===== config.mk =====
export PLATFORM = sky130hd
export DESIGN_NAME = laser_cover_eval
export DESIGN_NICKNAME = d
export VERILOG_FILES = /design/src/rtl/laser_cover_eval.sv
export SDC_FILE = /design/constraint.sdc
export NUM_CORES = 1
export LEC_CHECK = 0
export ABC_AREA = 1
export CAP_MARGIN = 20
export CORE_UTILIZATION = 45
export DETAILED_ROUTE_END_ITERATION = 7
export PLACE_DENSITY = 0.61
export SETUP_SLACK_MARGIN = 0.02
export SLEW_MARGIN = 20
export SYNTH_ARGS = -nofsm -noshare
export SYNTH_HDL_FRONTEND = slang
export SYNTH_SLANG_ARGS = --single-unit

===== constraint.sdc =====
create_clock -name CLK -period 14.8 [get_ports CLK]
set_input_delay 2.22 -clock CLK [delete_from_list [all_inputs] [get_ports CLK]]
set_output_delay 2.22 -clock CLK [all_outputs]
set_load 0.03 [all_outputs]

===== src/rtl/laser_cover_eval.sv =====
// Scores a solver result: snoops each 40-point frame into a ping-pong buffer, then on DONE
// rescans the oldest stored frame and counts points inside either of the two circles.
module laser_cover_eval #(
    parameter int NPTS = 40,
    parameter int RAD2 = 16
) (
    input  logic       CLK,
    input  logic       RST,
    input  logic       IN_VALID,
    input  logic [3:0] X,
    input  logic [3:0] Y,
    input  logic       DONE,
    input  logic [3:0] C1X,
    input  logic [3:0] C1Y,
    input  logic [3:0] C2X,
    input  logic [3:0] C2Y,
    output logic       OUT_VALID,
    input  logic       OUT_READY,
    output logic [5:0] COUNT,
    output logic       BUSY,
    output logic       ERR
);

    localparam logic [5:0] LAST_IDX = 6'(NPTS - 1);
    localparam logic [8:0] RAD2_W   = 9'(RAD2);

    typedef enum logic [1:0] {IDLE = 2'd0, EVAL = 2'd1, RESULT = 2'd2} state_t;

    function automatic logic covered_f(input logic [3:0] px, input logic [3:0] py,
                                       input logic [3:0] cx, input logic [3:0] cy);
        logic [3:0] dx;
        logic [3:0] dy;
        logic [7:0] sx;
        logic [7:0] sy;
        logic [8:0] sum;
        dx  = (px >= cx) ? (px - cx) : (cx - px);
        dy  = (py >= cy) ? (py - cy) : (cy - py);
        sx  = {4'd0, dx} * {4'd0, dx};
        sy  = {4'd0, dy} * {4'd0, dy};
        sum = {1'b0, sx} + {1'b0, sy};
        return (sum <= RAD2_W);
    endfunction

    state_t     state_r, state_next_s;
    logic       busy_r;
    logic [7:0] mem_r [2][NPTS];
    logic [1:0] full_r, full_next_s;
    logic       wbank_r, rbank_r;
    logic [5:0] widx_r, eidx_r;
    logic [5:0] cnt_r, count_r;
    logic       out_valid_r, err_r, pend_r;
    logic [3:0] c1x_r, c1y_r, c2x_r, c2y_r;
    logic [3:0] p1x_r, p1y_r, p2x_r, p2y_r;

    logic       wr_s, wr_last_s, drop_s;
    logic       start_s, resume_s, last_s, accept_s, pend_store_s, done_err_s;
    logic [7:0] pt_s;
    logic       cov_s;

    assign wr_s      = IN_VALID && !full_r[wbank_r];
    assign wr_last_s = wr_s && (widx_r == LAST_IDX);
    assign drop_s    = IN_VALID && full_r[wbank_r];
    assign pt_s      = mem_r[rbank_r][eidx_r];
    assign cov_s     = covered_f(pt_s[7:4], pt_s[3:0], c1x_r, c1y_r)
                     | covered_f(pt_s[7:4], pt_s[3:0], c2x_r, c2y_r);

    // State register
    always_ff @(posedge CLK or posedge RST) begin
        if (RST) begin
            state_r <= IDLE;
            busy_r  <= 1'b0;
        end else begin
            state_r <= state_next_s;
            busy_r  <= (state_next_s != IDLE);
        end
    end

    // Next-state logic
    always_comb begin
        state_next_s = state_r;
        case (state_r)
            IDLE:    state_next_s = start_s ? EVAL : IDLE;
            EVAL:    state_next_s = last_s ? RESULT : EVAL;
            RESULT:  state_next_s = accept_s ? (resume_s ? EVAL : IDLE) : RESULT;
            default: state_next_s = IDLE;
        endcase
    end

    // Per-state control strobes
    always_comb begin
        start_s      = 1'b0;
        done_err_s   = 1'b0;
        last_s       = 1'b0;
        accept_s     = 1'b0;
        resume_s     = 1'b0;
        pend_store_s = 1'b0;
        case (state_r)
            IDLE: begin
                start_s    = DONE && full_r[rbank_r];
                done_err_s = DONE && !full_r[rbank_r];
            end
            EVAL: begin
                last_s       = (eidx_r == LAST_IDX);
                pend_store_s = DONE;
            end
            RESULT: begin
                accept_s     = out_valid_r && OUT_READY;
                resume_s     = out_valid_r && OUT_READY && pend_r && full_r[rbank_r];
                pend_store_s = DONE;
            end
            default: begin
                start_s = 1'b0;
            end
        endcase
    end

    // Release and completion always target different banks, so both apply in one cycle
    always_comb begin
        full_next_s = full_r;
        for (int b = 0; b < 2; b++) begin
            full_next_s[b] = (full_r[b] & ~(last_s & (rbank_r == 1'(b))))
                           | (wr_last_s & (wbank_r == 1'(b)));
        end
    end

    // Point storage (not reset)
    always_ff @(posedge CLK) begin
        if (wr_s) begin
            mem_r[wbank_r][widx_r] <= {X, Y};
        end
    end

    // Capture side and bank bookkeeping
    always_ff @(posedge CLK or posedge RST) begin
        if (RST) begin
            full_r  <= 2'b00;
            wbank_r <= 1'b0;
            rbank_r <= 1'b0;
            widx_r  <= 6'd0;
            err_r   <= 1'b0;
        end else begin
            full_r <= full_next_s;
            if (wr_s) begin
                widx_r <= wr_last_s ? 6'd0 : (widx_r + 6'd1);
            end
            if (wr_last_s) begin
                wbank_r <= ~wbank_r;
            end
            if (last_s) begin
                rbank_r <= ~rbank_r;
            end
            if (drop_s || done_err_s || (pend_store_s && pend_r)) begin
                err_r <= 1'b1;
            end
        end
    end

    // Centre registers, pending slot, scan counters and result port
    always_ff @(posedge CLK or posedge RST) begin
        if (RST) begin
            pend_r      <= 1'b0;
            {c1x_r, c1y_r, c2x_r, c2y_r} <= 16'd0;
            {p1x_r, p1y_r, p2x_r, p2y_r} <= 16'd0;
            eidx_r      <= 6'd0;
            cnt_r       <= 6'd0;
            count_r     <= 6'd0;
            out_valid_r <= 1'b0;
        end else begin
            if (pend_store_s) begin
                pend_r <= 1'b1;
                {p1x_r, p1y_r, p2x_r, p2y_r} <= {C1X, C1Y, C2X, C2Y};
            end else if (resume_s) begin
                pend_r <= 1'b0;
            end
            if (start_s) begin
                {c1x_r, c1y_r, c2x_r, c2y_r} <= {C1X, C1Y, C2X, C2Y};
            end else if (resume_s) begin
                {c1x_r, c1y_r, c2x_r, c2y_r} <= {p1x_r, p1y_r, p2x_r, p2y_r};
            end
            if (start_s || resume_s) begin
                eidx_r <= 6'd0;
                cnt_r  <= 6'd0;
            end else if (state_r == EVAL) begin
                eidx_r <= eidx_r + 6'd1;
                cnt_r  <= cnt_r + {5'd0, cov_s};
            end
            if (last_s) begin
                count_r     <= cnt_r + {5'd0, cov_s};
                out_valid_r <= 1'b1;
            end else if (accept_s) begin
                out_valid_r <= 1'b0;
            end
        end
    end

    assign OUT_VALID = out_valid_r;
    assign COUNT     = count_r;
    assign BUSY      = busy_r;
    assign ERR       = err_r;

endmodule


======== Word-level counts from Yosys, hierarchy flattened ========
Memories as Yosys holds them, arrays and structs flattened.
Index checks and enable logic that the tools add are counted.
cells by class
  $add $sub $neg .......................... 13
  multiply operators ...................... 4
  $lt $le $gt $ge ......................... 11
  equal/unequal tests ..................... 4
  muxes and demuxes ....................... 43
  bitwise gates (word level) .............. 15
  reduce and logical (&&, ||, !) cells .... 22
operator list
  kind                                                                          count
  320-bit two-way mux                                                           1
  8-bit binary-select mux with 6-bit select                                     1
  8-bit demux with 6-bit select                                                 1
  4-bit two-way mux                                                             12
  4-bit by 4-bit multiplier with 8-bit output                                   4
  4-bit subtractor                                                              8
  6-bit two-way mux                                                             5
  8-bit two-way mux                                                             3
  8-bit by 8-bit adder with 9-bit output                                        2
  9-bit by 5-bit <= comparator with 1-bit output, second input constant         2
  1-bit two-way mux                                                             17
  4-bit >= comparator                                                           4
  7-bit >= comparator, second input constant                                    2
  6-bit NOT with 7-bit output                                                   2
  6-bit by 1-bit adder with 6-bit output, second input constant                 2
  6-bit equality test, second input constant                                    2
  1-bit logical AND                                                             10
  2-bit nonzero test                                                            5
  7-bit by 1-bit less-than comparator with 1-bit output, second input constant  1
  6-bit by 1-bit adder with 6-bit output                                        1
  1-bit AND                                                                     6
  2-bit case mux with 3 select lines                                            1
  1-bit by 2-bit less-than comparator with 1-bit output, second input constant  2
  2-bit two-way mux                                                             2
  8 further kinds                                                               16
word-level totals
  flip-flop bits (word level) ............. 66
  RAM bits ................................ 640
  input port bits ......................... 29
  output and inout port bits .............. 9
  memories kept ........................... 1
memory list
  name   words  bits a word  read ports  clocked after memory_dff  wr ports  line  RTL
  mem_r  2      320          1           0                         1         46    logic [7:0] mem_r [2][NPTS];

======== Depth between registers and ports, before layout ========
  depth after elaboration ................. 13
  mapped depth ............................ 48
  mapped depth without buffers ............ 46

======== Worst setup path before layout ========
No wires, ideal clock.
  path kind ............................... reg-to-reg
  start ................................... register rbank_r
  end ..................................... register cnt_r[4]
  arrival time ............................ 6.760 ns
  data required time ...................... 14.674 ns
  setup slack ............................. 7.914 ns
  stages on the path, launching flop included .. 43
  clock period less this slack ............ 6.886 ns
  cells stage by stage .................... dfrtp_1 > buf_6 > buf_6 > buf_4 > nand2_1 > nand2_1 > a21oi_1 > nor2_1 > nor2_1 > nand2_1 > nand3_1 > nand3_2 > a21oi_2 > ha_1 > inv_1 > fa_1 > nand2_1 > inv_1 > [7 not listed] > fa_1 > fa_1 > inv_1 > fa_1 > ha_1 > inv_1 > fa_1 > nand2_1 > nand2_1 > nor4_1 > o211ai_1 > nand2_1 > ha_1 > ha_1 > nand2_1 > xor2_1 > nand3_1 > o21ai_0
between the ends
  cells in the longest elaborated chain, start to end .. 13
  elaborated cells on any way between the ends .. 40
  those cells by class .................... 11 x add/sub; 4 x mul; 6 x order compare; 13 x mux; 1 x bitwise; 4 x reduce/logical; 1 x memory
ends and longest elaborated chain
  what                                                                   line    RTL
  start, declared                                                        48      logic wbank_r, rbank_r;
  start signal, assigned                                                 150     rbank_r <= ~rbank_r;
  memory read 2 x 320 bit                                                --
  8-bit binary-select mux with 6-bit select                              63      assign pt_s = mem_r[rbank_r][eidx_r];
  8-bit two-way mux (implied by the code) (2 in series)                  63
  4-bit subtractor (tied with other cells)                               36      dx = (px >= cx) ? (px - cx) : (cx - px);
  4-bit two-way mux, on equally long branches                            36, 37
  4-bit by 4-bit multiplier with 8-bit output, on equally long branches  38, 39
  8-bit by 8-bit adder with 9-bit output                                 40      sum = {1'b0, sx} + {1'b0, sy};
  9-bit by 5-bit <= comparator with 1-bit output                         41      return (sum <= RAD2_W);
  1-bit OR                                                               65      | covered_f(pt_s[7:4], pt_s[3:0], c2x_r, c2y_r);
  6-bit by 1-bit adder with 6-bit output                                 185     cnt_r <= cnt_r + {5'd0, cov_s};
  6-bit two-way mux                                                      183     end else if (state_r == EVAL) begin
  6-bit two-way mux                                                      180     if (start_s || resume_s) begin
  end signal, assigned                                                   185
  end, declared                                                          50      logic [5:0] cnt_r, count_r;
Parallel ways exist; a longest one is shown, timed or not. The select of a mux whose other input is x is not followed.
A chain may end at the register's enable or synchronous reset.

======== Worst setup path in the final report ========
Ends and elaborated chain as after synthesis.

==> results.cfg <==
[sta]
fin_crit_sh_pct = 63.2
fin_worst_skew_ns = 0.0327
fmax_mhz = 107
rsz0062_at_grt = false
finalSetupViolations = 0
relSlewSlack_pct = 20.9
fin_setup_tns_ns = 0
worst_pin_slew_ns = 1.18
hold_viol_final = 0
post-route-min-period_ns = 9.35
maxSlewViolCount = 0

[synthesis]
ys_ff_latch = 706
syn_area_per_cell_um2 = 10.9
synth_cell_types = 41
syn_area_um2 = 31900
yosysWarnings = 0
synthFlopType = edfxtp_1
yosysSeqAreaShare_pct = 65.5
synth_edf_count = 640
synthCells = 2930
async_reset_ff_share_pct = 9.35
syn-num-nets = 3059

[finish]
finalNetCount = 3055
fin_util_pct = 50.2
layout-drive-gt1-share_pct = 6.06
area_growth_pct = 10.4
final_common_cell = nand2_1
fillers = 6195
final_cell_mix = nand2_1, edfxtp_1, nor2_1, nand3_1, o21ai_0
postLayoutCellArea_um2 = 35200

[clock_tree]
cts_max_level = 3
cts_setup_buffers = 0
cts.sinks = 706
ctsHoldBuffers = 0
numCtsBuffers = 77
ctsResizeCount = 0
cts_root_buffer = clkbuf_16
cts_tree = yes
clk_latency_ns = 0.63
cts_buffer_depth = 3
cts.clk_slew.worst_paths_ns = 0.06

[routing]
vias = 21191
drt_iter0_markers = 2115
routedWlPerCell_um = 20.2
ant_nets = 0
firstDrtPassIters = 6
drc = 0
viasPerCell = 5.40
wl_mm = 79.3

[global_routing]
grt_max_degree = 185
use_met3_pct = 3.23
antenna_found_initial = 0
grt_pass1_wl_mm = 122
grt.met1_usage_pct = 30.8
use_met2_pct = 36.4
busiest_layer = met2
grt_overflow_total = 0
grt_pass1_vias = 20749
track_usage_pct = 22.3

[worst_setup_path]
r2r_start = rbank_r$_DFFE_PP0P_
r2r_cells = 40
crit_buf_inv = 6
path_class = reg -> reg
path_max_fanout = 155
cp_slowest_cell = buf_4
end_kind = flip-flop
cp-start-kind = flip-flop
required_ns = 15.33
cp_common_cell = nand2_1
worstReg2RegEnd = cnt_r[4]$_DFFE_PP0P_
reg2reg_setup_slack_ns = 5.45
crit_family = adder cells
max_stage_delay_ns = 0.77
worstPathArrival_ns = 9.88

[run_status]
status = finished, final reports clean

[placed_design]
gp_congestion = 0.867
placed_area_um2 = 32700
dp_hpwl_mm = 46.8
port_buffers = 37

[floorplan]
fp.dieW_um = 268
chipHeight_um = 268
die_area_um2 = 71900
row_count = 97
ios = 38
start_util_pct = 45.5
core-area_um2 = 70000

[worst_hold_path]
min_from = p1y_r[3]$_DFFE_PP0P_
whs_path_depth = 2
hp-class = reg -> reg
worstHoldEndpoint = p1y_r[3]$_DFFE_PP0P_

[run]
maxCapViolations = 0
[state kept, by name, summed over array words and instances (netlist names), 2 cells and up]
signal	cells
c2y_r	4
widx_r	6
cnt_r	6
p2x_r	4
c1y_r	4
mem_r	640
c1x_r	4
p2y_r	4
p1x_r	4
COUNT	6
full_r	2
state_r	2
p1y_r	4
eidx_r	6
c2x_r	4
[cell usage after synthesis (30+ instances only)]
master,n,share of area [%]
nand2_1,725,8.5
edfxtp_1,640,60
nor2_1,425,5.0
nand3_1,243,3.8
o21ai_0,198,3.1
inv_1,151,1.8
ha_1,70,2.7
dfrtp_1,66,5.2
buf_2,53,0.83
o21ai_1,48,0.75
clkbuf_1,44,0.52
a21oi_1,37,0.58
fa_1,30,1.9
[layout make-up]
class | instances | area, µm² | share of cell area (%)
Tap cell | 940 | 1180 | 3.34
Clock buffer | 92 | 1990 | 5.67
Timing Repair Buffer | 67 | 571 | 1.62
Inverter | 165 | 629 | 1.79
Sequential cell | 706 | 20900 | 59.4
Antenna cell | 1 | 2.50 | 0.00711
Multi-Input combinational cell | 1909 | 9470 | 26.9
Clock inverter | 46 | 458 | 1.30
[kinds of logic (layout without fill, tap and decap cells)]
logic type      after synthesis  count (layout)  share of synthesized area (%)
fa+ha+maj                   100             100                           4.63
xor+xnor                     24              24                          0.660
compound gates              362             362                           6.29
buf+inv                     315             370                           4.82
other cells                   0               1                              0
flops                       706             706                           65.5
simple gates               1423            1423                           18.1
[layer usage]
metal | up-vias | part of all wire (%)
met5 | - | 0
met4 | 0 | 2.7
met3 | 133 | 6.0
met2 | 710 | 48
met1 | 10339 | 43
li1 | 10009 | -
[worst max-delay path by stage]
| stage | startpoint | endpoint | slack (ns) | depth (start not counted) |
|---|---|---|---|---|
| finish | rbank_r$_DFFE_PP0P_ | cnt_r[4]$_DFFE_PP0P_ | 5.45 | 40 |
| CTS | eidx_r[0]$_DFFE_PP0P_ | cnt_r[4]$_DFFE_PP0P_ | 5.46 | 39 |
| global placement | rbank_r$_DFFE_PP0P_ | cnt_r[4]$_DFFE_PP0P_ | 5.74 | 40 |
| floorplan | rbank_r$_DFFE_PP0P_ | cnt_r[4]$_DFFE_PP0P_ | 7.91 | 42 |
| global route | rbank_r$_DFFE_PP0P_ | cnt_r[2]$_DFFE_PP0P_ | 4.76 | 39 |
| detailed placement | rbank_r$_DFFE_PP0P_ | cnt_r[4]$_DFFE_PP0P_ | 5.48 | 40 |
[worst min-delay path: stages, from the launching register on]
cell,delay [ns]
dfrtp_1,0.34
nand2_1,0.05
o21ai_0,0.06
[metrics by stage]
| step | std cells | hold WS, ns | worst slack (ns) |
|---|---|---|---|
| floorplan | 2930 | 0.454 | 7.91 |
| global placement | 3787 | 0.468 | 5.74 |
| detailed placement | 3787 | 0.470 | 5.48 |
| CTS | 3925 | 0.488 | 5.46 |
| global route | 3925 | 0.519 | 4.76 |
| finish | 3926 | 0.487 | 5.45 |
Power is left out: the tool's default activity adds up to more than one toggle a clock period on the data nets, which glitch-free logic cannot reach.
